[config.mk]
export PLATFORM = sky130hd
export DESIGN_NAME = reg_mem_wb_mtx
export DESIGN_NICKNAME = d
export VERILOG_FILES = /design/src/rtl/reg_mem_wb_mtx.sv
export SDC_FILE = /design/constraint.sdc
export NUM_CORES = 1
export LEC_CHECK = 0
export CAP_MARGIN = 10
export CORE_MARGIN = 8
export CORE_UTILIZATION = 54
export CTS_BUF_LIST = sky130_fd_sc_hd__clkbuf_8
export CTS_CLUSTER_DIAMETER = 80
export CTS_CLUSTER_SIZE = 20
export DETAILED_ROUTE_END_ITERATION = 10
export PLACE_DENSITY = 0.88
export SLEW_MARGIN = 0
export SYNTH_ARGS = -nofsm -noshare
export SYNTH_HDL_FRONTEND = slang
export SYNTH_SLANG_ARGS = --single-unit
[constraint.sdc]
create_clock -name clk -period 3.4 [get_ports clk]
set_input_delay 0.34 -clock clk [delete_from_list [all_inputs] [get_ports clk]]
set_output_delay 0.34 -clock clk [all_outputs]
set_load 0.01 [all_outputs]
[src/rtl/reg_mem_wb_mtx.sv]
// -----------------------------------------------------------------------------
// reg_mem_wb_mtx
//
// MEM/WB pipeline register with a writeback-side matrix row assembler.
//   - Scalar results (ALU or load data) are registered for register-file
//     writeback and forwarding.
//   - Matrix word loads are gathered slot by slot into a row buffer; once all
//     MTX_WORDS slots of a row have arrived the full row is issued as a single
//     matrix register-file write.
//   - Matrix ALU results pass straight through to the matrix write port.
//
// Optional feature macro: MTX_ROW_STATUS_EN
//   When defined, adds mtx_busy (a row is partially filled) and mtx_drop_cnt
//   (saturating count of discarded partial rows).
//
// Ports:
//   clk, rst             clock (rising edge), asynchronous active-low reset
//   wb_stall, wb_flush   hold everything / capture a bubble
//   me_*                 memory-stage instruction fields and data
//   wb_rd, wb_w_select   registered destination index and select
//   wb_regs_write/data   scalar register-file write port (also forwarding)
//   wb_matrix_*          matrix register-file write port
//   mtx_drop             one-cycle pulse when a partial row is discarded
// -----------------------------------------------------------------------------
module reg_mem_wb_mtx #(
   parameter int XLEN      = 32,
   parameter int MTX_WORDS = 4
) (
   input  logic                      clk,
   input  logic                      rst,
   input  logic                      wb_stall,
   input  logic                      wb_flush,
   input  logic [4:0]                me_rd,
   input  logic [1:0]                me_w_select,
   input  logic                      me_regs_write,
   input  logic [XLEN-1:0]           me_alu_o,
   input  logic [XLEN-1:0]           me_mem_data,
   input  logic [XLEN*MTX_WORDS-1:0] me_matrix_data,
   output logic [4:0]                wb_rd,
   output logic [1:0]                wb_w_select,
   output logic                      wb_regs_write,
   output logic [XLEN-1:0]           wb_regs_data,
   output logic                      wb_matrix_write,
   output logic [4:0]                wb_matrix_rd,
   output logic [XLEN*MTX_WORDS-1:0] wb_matrix_data,
   output logic                      mtx_drop
`ifdef MTX_ROW_STATUS_EN
   ,
   output logic                      mtx_busy,
   output logic [7:0]                mtx_drop_cnt
`endif
);

   localparam int ROW_W  = XLEN * MTX_WORDS;
   localparam int SLOT_W = 2;

   localparam logic [1:0] SEL_ALU  = 2'b00;
   localparam logic [1:0] SEL_LOAD = 2'b01;
   localparam logic [1:0] SEL_MLD  = 2'b10;
   localparam logic [1:0] SEL_MALU = 2'b11;

   // Pipeline output registers
   logic [4:0]           wb_rd_q,           wb_rd_d;
   logic [1:0]           wb_w_select_q,     wb_w_select_d;
   logic                 wb_regs_write_q,   wb_regs_write_d;
   logic [XLEN-1:0]      wb_regs_data_q,    wb_regs_data_d;
   logic                 wb_matrix_write_q, wb_matrix_write_d;
   logic [4:0]           wb_matrix_rd_q,    wb_matrix_rd_d;
   logic [ROW_W-1:0]     wb_matrix_data_q,  wb_matrix_data_d;
   logic                 mtx_drop_q,        mtx_drop_d;

   // Row assembler state
   logic [MTX_WORDS-1:0] mask_q,    mask_d;
   logic [4:0]           pend_rd_q, pend_rd_d;

   logic [SLOT_W-1:0]    slot;
   logic                 bubble;
   logic                 load_go;
   logic                 row_open;
   logic                 same_rd;
   logic                 drop_event;
   logic [MTX_WORDS-1:0] mask_upd;
   logic [ROW_W-1:0]     row_merged;

   assign slot     = me_alu_o[3:2];
   // A matrix load that does not write is nothing more than a bubble
   assign bubble   = (me_w_select == SEL_MLD) && !me_regs_write;
   assign load_go  = !wb_stall && !wb_flush && (me_w_select == SEL_MLD) && me_regs_write;
   assign row_open = (mask_q != '0);
   assign same_rd  = (me_rd == pend_rd_q);
   assign drop_event = load_go && row_open && !same_rd;

   // A new destination starts an empty row; otherwise keep accumulating
   assign mask_upd = ((row_open && same_rd) ? mask_q : '0)
                     | (MTX_WORDS'(1) << slot);

   // Row buffer words. The merged view substitutes the incoming word so a
   // completing load issues the full row in the same capture.
   genvar gi;
   generate
      for (gi = 0; gi < MTX_WORDS; gi++) begin : g_word
         logic [XLEN-1:0] word_q;
         logic            word_we;

         assign word_we = load_go && (slot == SLOT_W'(gi));

         always_ff @(posedge clk or negedge rst) begin
            if (!rst) begin
               word_q <= '0;
            end else if (word_we) begin
               word_q <= me_mem_data;
            end
         end

         assign row_merged[gi*XLEN +: XLEN] = word_we ? me_mem_data : word_q;
      end
   endgenerate

   always_comb begin
      wb_rd_d           = wb_rd_q;
      wb_w_select_d     = wb_w_select_q;
      wb_regs_write_d   = wb_regs_write_q;
      wb_regs_data_d    = wb_regs_data_q;
      wb_matrix_write_d = wb_matrix_write_q;
      wb_matrix_rd_d    = wb_matrix_rd_q;
      wb_matrix_data_d  = wb_matrix_data_q;
      mtx_drop_d        = mtx_drop_q;
      mask_d            = mask_q;
      pend_rd_d         = pend_rd_q;

      if (!wb_stall) begin
         wb_regs_write_d   = 1'b0;
         wb_matrix_write_d = 1'b0;
         mtx_drop_d        = 1'b0;

         if (wb_flush || bubble) begin
            // Bubble: no writes; the assembler keeps any partial row
            wb_rd_d        = '0;
            wb_w_select_d  = SEL_ALU;
            wb_regs_data_d = '0;
         end else begin
            wb_rd_d        = me_rd;
            wb_w_select_d  = me_w_select;
            wb_regs_data_d = (me_w_select == SEL_LOAD) ? me_mem_data : me_alu_o;

            case (me_w_select)
               SEL_ALU, SEL_LOAD: begin
                  wb_regs_write_d = me_regs_write && (me_rd != 5'd0);
               end
               SEL_MALU: begin
                  wb_matrix_write_d = me_regs_write;
                  if (me_regs_write) begin
                     wb_matrix_rd_d   = me_rd;
                     wb_matrix_data_d = me_matrix_data;
                  end
               end
               SEL_MLD: begin
                  pend_rd_d  = me_rd;
                  mtx_drop_d = drop_event;
                  if (mask_upd == '1) begin
                     wb_matrix_write_d = 1'b1;
                     wb_matrix_rd_d    = me_rd;
                     wb_matrix_data_d  = row_merged;
                     mask_d            = '0;
                  end else begin
                     mask_d = mask_upd;
                  end
               end
            endcase
         end
      end
   end

   always_ff @(posedge clk or negedge rst) begin
      if (!rst) begin
         wb_rd_q           <= '0;
         wb_w_select_q     <= '0;
         wb_regs_write_q   <= 1'b0;
         wb_regs_data_q    <= '0;
         wb_matrix_write_q <= 1'b0;
         wb_matrix_rd_q    <= '0;
         wb_matrix_data_q  <= '0;
         mtx_drop_q        <= 1'b0;
         mask_q            <= '0;
         pend_rd_q         <= '0;
      end else begin
         wb_rd_q           <= wb_rd_d;
         wb_w_select_q     <= wb_w_select_d;
         wb_regs_write_q   <= wb_regs_write_d;
         wb_regs_data_q    <= wb_regs_data_d;
         wb_matrix_write_q <= wb_matrix_write_d;
         wb_matrix_rd_q    <= wb_matrix_rd_d;
         wb_matrix_data_q  <= wb_matrix_data_d;
         mtx_drop_q        <= mtx_drop_d;
         mask_q            <= mask_d;
         pend_rd_q         <= pend_rd_d;
      end
   end

   assign wb_rd           = wb_rd_q;
   assign wb_w_select     = wb_w_select_q;
   assign wb_regs_write   = wb_regs_write_q;
   assign wb_regs_data    = wb_regs_data_q;
   assign wb_matrix_write = wb_matrix_write_q;
   assign wb_matrix_rd    = wb_matrix_rd_q;
   assign wb_matrix_data  = wb_matrix_data_q;
   assign mtx_drop        = mtx_drop_q;

`ifdef MTX_ROW_STATUS_EN
   logic [7:0] drop_cnt_q;

   always_ff @(posedge clk or negedge rst) begin
      if (!rst) begin
         drop_cnt_q <= '0;
      end else if (drop_event && (drop_cnt_q != 8'hFF)) begin
         drop_cnt_q <= drop_cnt_q + 8'd1;
      end
   end

   assign mtx_busy     = row_open;
   assign mtx_drop_cnt = drop_cnt_q;
`endif

endmodule

Word level (Yosys, flattened, before mapping)
Index checks and enable logic that the tools add are counted.

Equal/unequal tests: 10. Shift operators: 1. Mux-type cells: 23. Bitwise gates (word level): 3. Reductions and logical operators: 25.

Operator list (number): two-way mux 128 bit (2); case mux 128 bit (2 select lines) (1); two-way mux 32 bit (6); two-way mux 5 bit (3); logical AND 1 bit (12); case mux 5 bit (2 select lines) (1); equality test 2 bit (second input constant) (4); two-way mux 4 bit (2); two-way mux 1 bit (6); equality test 5 bit (1); AND reduction 5 bit (1); nonzero test 5 bit (1); equality test 2 x 1 -> 1 bit (second input constant) (2); equality test 4 bit (second input constant) (1); zero test 1 bit (4); zero test 2 bit (2); OR 4 bit (1); nonzero test 4 bit (1); left shift 1 x 2 -> 4 bit (first input constant) (1); AND reduction 3 bit (1); two-way mux 2 bit (1); != test 2 x 1 -> 1 bit (second input constant) (1); != test 2 bit (second input constant) (1); inverter 1 bit (2); 4 further kinds (4).

Register bits: 312. Bits of input ports: 204. Output and inout port bits: 175. Word-level logic and storage cells: 76.

Depth between registers and ports, before layout
Gate-level depths: netlist of the first run.

Word-level depth: 8. Depth in mapped cells: 8. Gate-level depth less buffers: 5.

Worst setup path after synthesis of the first run
Ideal clock, no wire load.

Kind: input port to flip-flop. From: input wb_stall. To: register wb_matrix_data_q[100], in the netlist wb_matrix_data[100]. Library setup time: 0.125 ns. Arrival: 2.158 ns. Required time: 3.275 ns. Path slack: 1.117 ns. Stages: 8. Path buffers: 3. Path through: buf_4 nand4bb_1 buf_4 nor3_4 buf_6 mux2_2 mux2_2 mux2_4.

Longest elaborated chain between the ends: 8. Elaborated cells on any way between the ends: 10. Classes of those cells: mux: 3; bitwise: 1; reduce/logical: 6.

RTL lines: start, declared (RTL line 31) `input logic wb_stall,`; zero test 1 bit; logical AND 1 bit (3 in a row) (RTL line 88) `assign load_go = !wb_stall && !wb_flush && (me_w_select == SEL_MLD) && me_regs_write;`; logical AND 1 bit (RTL line 105) `assign word_we = load_go && (slot == SLOT_W'(gi));`; two-way mux 32 bit (RTL line 115) `assign row_merged[gi*XLEN +: XLEN] = word_we ? me_mem_data : word_q;`; net row_merged[100] (RTL line 83) `logic [ROW_W-1:0] row_merged;`; two-way mux 128 bit (RTL line 160) `if (mask_upd == '1) begin`; case mux 128 bit (2 select lines) (RTL line 146) `case (me_w_select)`; end signal, assigned (RTL line 193) `wb_matrix_data_q <= wb_matrix_data_d;`; end, declared (RTL line 69) `logic [ROW_W-1:0] wb_matrix_data_q, wb_matrix_data_d;`.

The timed path passes the listed nets, and every way through them passes these cells. The select of a mux whose other input is x is not followed. A chain may end at the register's enable or synchronous reset.

Worst setup path after layout of the first run
From: input me_w_select[1]. To: register wb_matrix_data_q[83], in the netlist wb_matrix_data[83].

Longest elaborated chain between the ends: 7. Elaborated cells on any way between the ends: 15. Classes of those cells: eq/ne: 4; mux: 3; bitwise: 1; reduce/logical: 7.

RTL lines: start, declared (RTL line 34) `input logic [1:0] me_w_select,`; equality test 2 bit (RTL line 88); logical AND 1 bit (2 in a row) (RTL line 88); logical AND 1 bit (RTL line 105); two-way mux 32 bit (RTL line 115); net row_merged[83] (RTL line 83); two-way mux 128 bit (RTL line 160); case mux 128 bit (2 select lines) (RTL line 146).

The timed path passes the listed nets, and every way through them passes these cells. The select of a mux whose other input is x is not followed.

==> results of run 1 <==
-- cells in the final DEF, fill, tap and decap left out, drive strengths merged, types with 2 or more instances in the layout --
| cell | netlist | final |
|---|---|---|
| buf | 34 | 28 |
| o22a | 4 | 4 |
| mux2 | 394 | 394 |
| nand3 | 3 | 3 |
| xor2 | 3 | 3 |
| dfrtp | 312 | 312 |
| nand2b | 4 | 4 |
| a21oi | 4 | 4 |
| o21ai | 35 | 35 |
| nor3 | 5 | 5 |
| nand2 | 38 | 38 |
| diode | 0 | 6 |
| a22o | 6 | 6 |
| clkbuf | 22 | 21 |
| or2 | 2 | 2 |
| or4 | 2 | 2 |
| nor2 | 4 | 4 |
| mux2i | 33 | 33 |
| xnor2 | 2 | 2 |
| clkdlybuf4s50 | 0 | 376 |
-- metal layers --
metal / share of wire (%) / vias to the layer above
li1: - / 3982
met1: 38 / 4676
met2: 49 / 366
met3: 8.4 / 84
met4: 3.9 / 0
met5: 0 / -
-- worst max-delay path, cell delays in order --
cell	delay, ps
clkdlybuf4s50_1	650
nand4bb_1	140
buf_4	200
nor3_4	170
buf_4	410
mux2_2	400
mux2_2	270
mux2_4	270
-- sequential cells by signal, indices dropped and copies added (netlist names) --
name	cells
mask_q	4
wb_regs_write	1
wb_regs_data	32
wb_matrix_data	128
wb_rd	5
wb_matrix_write	1
wb_w_select	2
wb_matrix_rd	5
g_word.word_q	128
mtx_drop	1
pend_rd_q	5
-- cells by family (layout without fill, tap and decap cells) --
logic type / count (synthesis) / in the layout
multiplexers: 427 / 427
flip-flops: 312 / 312
AND/OR/NAND/NOR: 61 / 61
buffers and inverters: 57 / 428
AO/OA/AOI/OAI: 54 / 54
XOR/XNOR: 5 / 5
other: 0 / 6
-- cell type report --
cell class / instances / area share [%]
Sequential cell: 312 / 42.5
Tap cell: 330 / 2.25
Multi-Input combinational cell: 547 / 31.2
Timing Repair Buffer: 405 / 22.3
Clock inverter: 1 / 0.163
Antenna cell: 6 / 0.0816
Clock buffer: 21 / 1.57
Inverter: 1 / 0.0204
-- final timing paths --
path,startpoint,end,slack [ps]
setup / recovery,me_w_select[1],wb_matrix_data[83],950
hold / removal,me_alu_o[12],wb_regs_data[12],420
setup reg to reg,mask_q[2],wb_matrix_data[18],1180
hold reg to reg,wb_regs_data[14],wb_regs_data[14],500
max in group asynchronous,rst,g_word[3].word_q[8],1960
min in group asynchronous,rst,wb_regs_data[29],430
-- power by group through the flow --
stage               registers, W  clock network (W)  logic, W
floorplan                0.00485                  0  0.000952
global placement         0.00469                  0   0.00255
detailed placement       0.00471                  0   0.00263
CTS                      0.00465            0.00180   0.00264
global route             0.00472            0.00192   0.00277
finish                   0.00465            0.00175   0.00261
-- synth_stat cells (2+ instances only) --
cell and count:
nand2b_1 3, o22a_1 4, a21oi_1 4, xnor2_1 2, xor2_1 3, nor2_1 4
mux2_2 335, nand3_1 3, mux2_4 59, nor3_4 4, buf_4 3, buf_2 11
mux2i_1 33, buf_6 19, clkbuf_1 22, a22o_1 6, nand2_1 38, or2_2 2
dfrtp_1 312, or4_1 2, o21ai_0 35
-- through the flow --
step / setup slack, ps / area [um^2] / util [%]
2_1_floorplan: 1120 / 13900 / -
5_1_grt: 895 / 18400 / 72.8
6_report: 947 / 18400 / 72.8
3_3_place_gp: 481 / 18000 / 71.5
3_5_place_dp: 416 / 18000 / 71.5
4_1_cts: 1000 / 18400 / 72.8
-- what timing repair did --
item                                    in CTS  in global routing
hold endpoints to repair                    89                  0
endpoints found under the setup margin       0                  0
setup buffers                                0                  0
hold buffers                                 1                  0
==> impl_metrics.tcl, run 1 <==
set metrics [dict create \
    outcome "completed" \
    synth_cells 916 \
    synth-compound-area-share_pct 2.42 \
    startpoint_type "primary input" \
    leakagePower_nw 8.34 \
    wl_per_cell_um 24.3 \
    busiest_layer "met2" \
    grt_pass1_vias 10090 \
    worstSetupPathType "primary input to register" \
    finalSetupViolCount 0 \
    synth_top_family_by_area "multiplexers" \
    seqPwrFrac_pct 51.7 \
    hpwl_mm 28.2 \
    die_h_um 176 \
    grt_start_max_net_pins 97 \
    clk_pin_slew_ps 120 \
    cts_resized 0 \
    switching_share_pct 26.9 \
    ant_nets 0 \
    initial_core_util_pct 55.0 \
    async_flop_share_pct 100 \
    hold_viol 0 \
    fin_setup_tns_ps 0 \
    drt_iter0_drc 518 \
    synth_mux_area_share_pct 35.9 \
    synth_cell_types 33 \
    fillers 1683 \
    coreArea_mm2 0.0253 \
    vias_per_cell 5.61 \
    min_path_cells 3 \
    cts_tree "yes" \
    rows 58 \
    clockRootBuffer "clkbuf_8" \
    worst_pin_slew_ps 1230 \
    ys_seq_elements 312 \
    ys_seq_area_share_pct 56.2 \
    io_buffers 378 \
    cts_buffers 19 \
    switchingPower_w 0.00242 \
    required_ps 3830 \
    p_clk_share_pct 19.4 \
    synthesis.area_mm2 0.0139 \
    met3_usage_pct 7.35 \
    clock_latency_ps 540 \
    yosysWarnings 0 \
    synthSimpleGateAreaFrac_pct 2.34 \
    antenna_found_initial 5 \
    p_int_w 0.00659 \
    powerDensity_mw_per_mm2 490 \
    synth_fa_ha_area_share_pct 0 \
    die_w_um 176 \
    cp.arrival_ps 2890 \
    r2r_cells 6 \
    max_freq_mhz 408 \
    ios 379 \
    ctsLongestPathBuffers 3 \
    dp_cells 1594 \
    fin_cells 1623 \
    fin_nets 1490 \
    grt_use_met2_pct 41.9 \
    drive_gt1_share_pct 35.6 \
    wirelength_mm 39.4 \
    fin_worst_skew_ps 16.0 \
    whs_ps 416 \
    area_delta_synth_final_pct 32.4 \
    layout.area.seq_mm2 0.00781 \
    synth.top_cell.area_share_pct 56.2 \
    min_period_ps 2450 \
    grt_pass1_wl_mm 59.6 \
    combPwrFrac_pct 28.9 \
    maxCapViolCount 0 \
    synth_area_leaders "dfrtp_1 (56%), mux2_2 (27%), mux2_4 (6.4%), mux2i_1 (2.4%), buf_6 (1.5%)" \
    place.gp.congestion 0.781 \
    multiInputGateArea_mm2 0.00573 \
    grt_overflow 0 \
    synth_xor_area_share_pct 0.315 \
    first_pass_iters 4 \
    synth_edf_count 0 \
    crit_path_max_fanout 24 \
    ys.flop_type "dfrtp_1" \
    final_max_slew_viol_count 0 \
    slew_headroom_pct 18.0 \
    p_total_w 0.00900 \
    rsz0062_at_grt "false" \
    htreeDepth 1 \
    grt_usage_pct 24.6 \
    cts_sinks 312 \
    synth_top_cell_by_area "dfrtp_1" \
    drc 0 \
    avgSynthCellArea_um2 15.2 \
    vias 9108 \
    die_area_mm2 0.0311 \
    grt_use_met1_pct 29.3 \
    hold_path_class "primary input to register" \
    end_kind "register" \
    irDropWorstVdd_mv 0.400 \
    period_share_pct 72.2 \
    synth_nets 1120 \
]
Note: power is estimated with default switching activity, not from simulation.
==> run 2, diff against run 1 <==
CORE_UTILIZATION = 50   (was 54)
PLACE_DENSITY = 0.83   (was 0.88)
clock period = 2.4 ns   (was 3.4 ns; I/O delays follow)
==> impl_metrics.tcl, run 2 (same netlist as run 1, synthesis figures left out) <==
set metrics [dict create \
    final_max_slew_viol_count 0 \
    slew_headroom_pct 58.6 \
    cts_buffers 19 \
    finalSetupViolCount 0 \
    cp_slowest_cell "clkdlybuf4s50_1" \
    cts_setup_buffers 0 \
    powerDensity_mw_per_mm2 671 \
    startpoint_type "primary input" \
    hpwl_mm 29.0 \
    required_ps 2840 \
    maxCapViolCount 0 \
    worstSetupPathType "primary input to register" \
    rsz0062_at_grt "false" \
    layout.area.seq_mm2 0.00781 \
    p_total_w 0.0127 \
    grt_usage_pct 23.3 \
    htreeDepth 1 \
    drc 0 \
    startpoint "wb_flush" \
    cts_resized 0 \
    rr_startpoint "mask_q[2]" \
    max_freq_mhz 474 \
    initial_core_util_pct 50.4 \
    worst_pin_slew_ps 622 \
    clk_pin_slew_ps 120 \
    end_kind "register" \
    min_period_ps 2110 \
    fin_nets 1530 \
    fin_cells 1709 \
    wirelength_mm 39.3 \
    crit_path_max_fanout 18 \
    coreArea_mm2 0.0276 \
    irDropWorstVdd_mv 0.517 \
    grt_pass1_vias 10226 \
    ios 379 \
    clockRootBuffer "clkbuf_8" \
    hold_path_class "primary input to async pin" \
    final_cell_mix "clkdlybuf4s50_1 (376), mux2_2 (335), dfrtp_1 (312), mux2_4 (59), buf_4 (44)" \
    vias_per_cell 5.32 \
    grt_overflow 0 \
    place.gp.congestion 0.796 \
    dp_cells 1682 \
    die_w_um 183 \
    final_common_cell "clkdlybuf4s50_1" \
    period_share_pct 87.8 \
    ctsLongestPathBuffers 3 \
    hold_viol 0 \
    worst_path_most_repeated_cell "mux2_2" \
    grt_pass1_wl_mm 60.7 \
    pre_cts_ws_ps -258 \
    drive_gt1_share_pct 37.4 \
    fin_setup_tns_ps 0 \
    ant_nets 0 \
    cp.arrival_ps 2550 \
    grt_start_max_net_pins 58 \
    rows 61 \
    cts_tree "yes" \
    leakagePower_nw 8.56 \
    die_area_mm2 0.0334 \
    max_stage_delay_ps 440 \
    vias 9099 \
    wl_per_cell_um 23.0 \
    die_h_um 183 \
    io_buffers 378 \
    area_delta_synth_final_pct 35.8 \
    clock_latency_ps 550 \
    outcome "completed" \
    final_core_util_pct 68.5 \
    fin_worst_skew_ps 12.7 \
    antenna_found_initial 5 \
    drt_iter0_drc 447 \
    worstPathCellList "clkdlybuf4s50_1 -> nand4bb_1 -> buf_4 -> nor3_4 -> buf_12 -> mux2_2 -> mux2_2 -> mux2_2" \
    multiInputGateArea_mm2 0.00573 \
    fin_ws_ps 292 \
    cts_sinks 312 \
    first_pass_iters 4 \
    fillers 1906 \
    cts_hold_buf 1 \
]
[run 2: final cells by class]
class,count,area share (%)
well taps,378,2.51
multi-input cells,547,30.4
inverters,1,0.0199
diodes,5,0.0663
clock inverters,2,0.0663
repair buffers,445,24.2
clock buffers,19,1.39
flip-flops and latches,312,41.4
[run 2: worst max-delay path: cells and delay by family]
| family | cells | cell delay [ps] |
|---|---|---|
| AND/OR/NAND/NOR | 2 | 480 |
| buffers and inverters | 3 | 860 |
| multiplexers | 3 | 940 |
[run 2: path summary, 6_finish.rpt]
check / endpoint / slack (ps) / cells after the start
min in group clk: wb_regs_data[12] / 300 / 3
hold reg to reg: wb_matrix_write / 500 / 2
setup / recovery: wb_matrix_data[6] / 290 / 8
setup reg to reg: wb_matrix_data[11] / 330 / 7
max in group asynchronous: wb_matrix_data[89] / 1330 / 4
hold / removal: wb_regs_data[28] / 210 / 2
[run 2: routing by layer]
layer | global-route usage [%] | wire length, um | up-vias
met5 | 0 | 0 | -
met4 | 7.28 | 1030 | 0
met3 | 6.34 | 2900 | 56
met2 | 38.6 | 19100 | 312
met1 | 29.5 | 16300 | 4658
li1 | - | - | 4073
[run 2: stage by stage]
stage / hold WS (ps) / instance area, um^2
6_report: 207 / 18900
4_1_cts: 206 / 18900
5_1_grt: 217 / 18900
3_3_place_gp: 198 / 18600
3_5_place_dp: 199 / 18600
2_1_floorplan: -55.6 / 13900
[run 2: power by group]
group	internal [W]	leakage [nW]	total, W	switching (W)
combinational	0.00233	4.37	0.00372	0.00139
clock	0.000734	0.146	0.00234	0.00161
sequential	0.00614	4.05	0.00660	0.000462
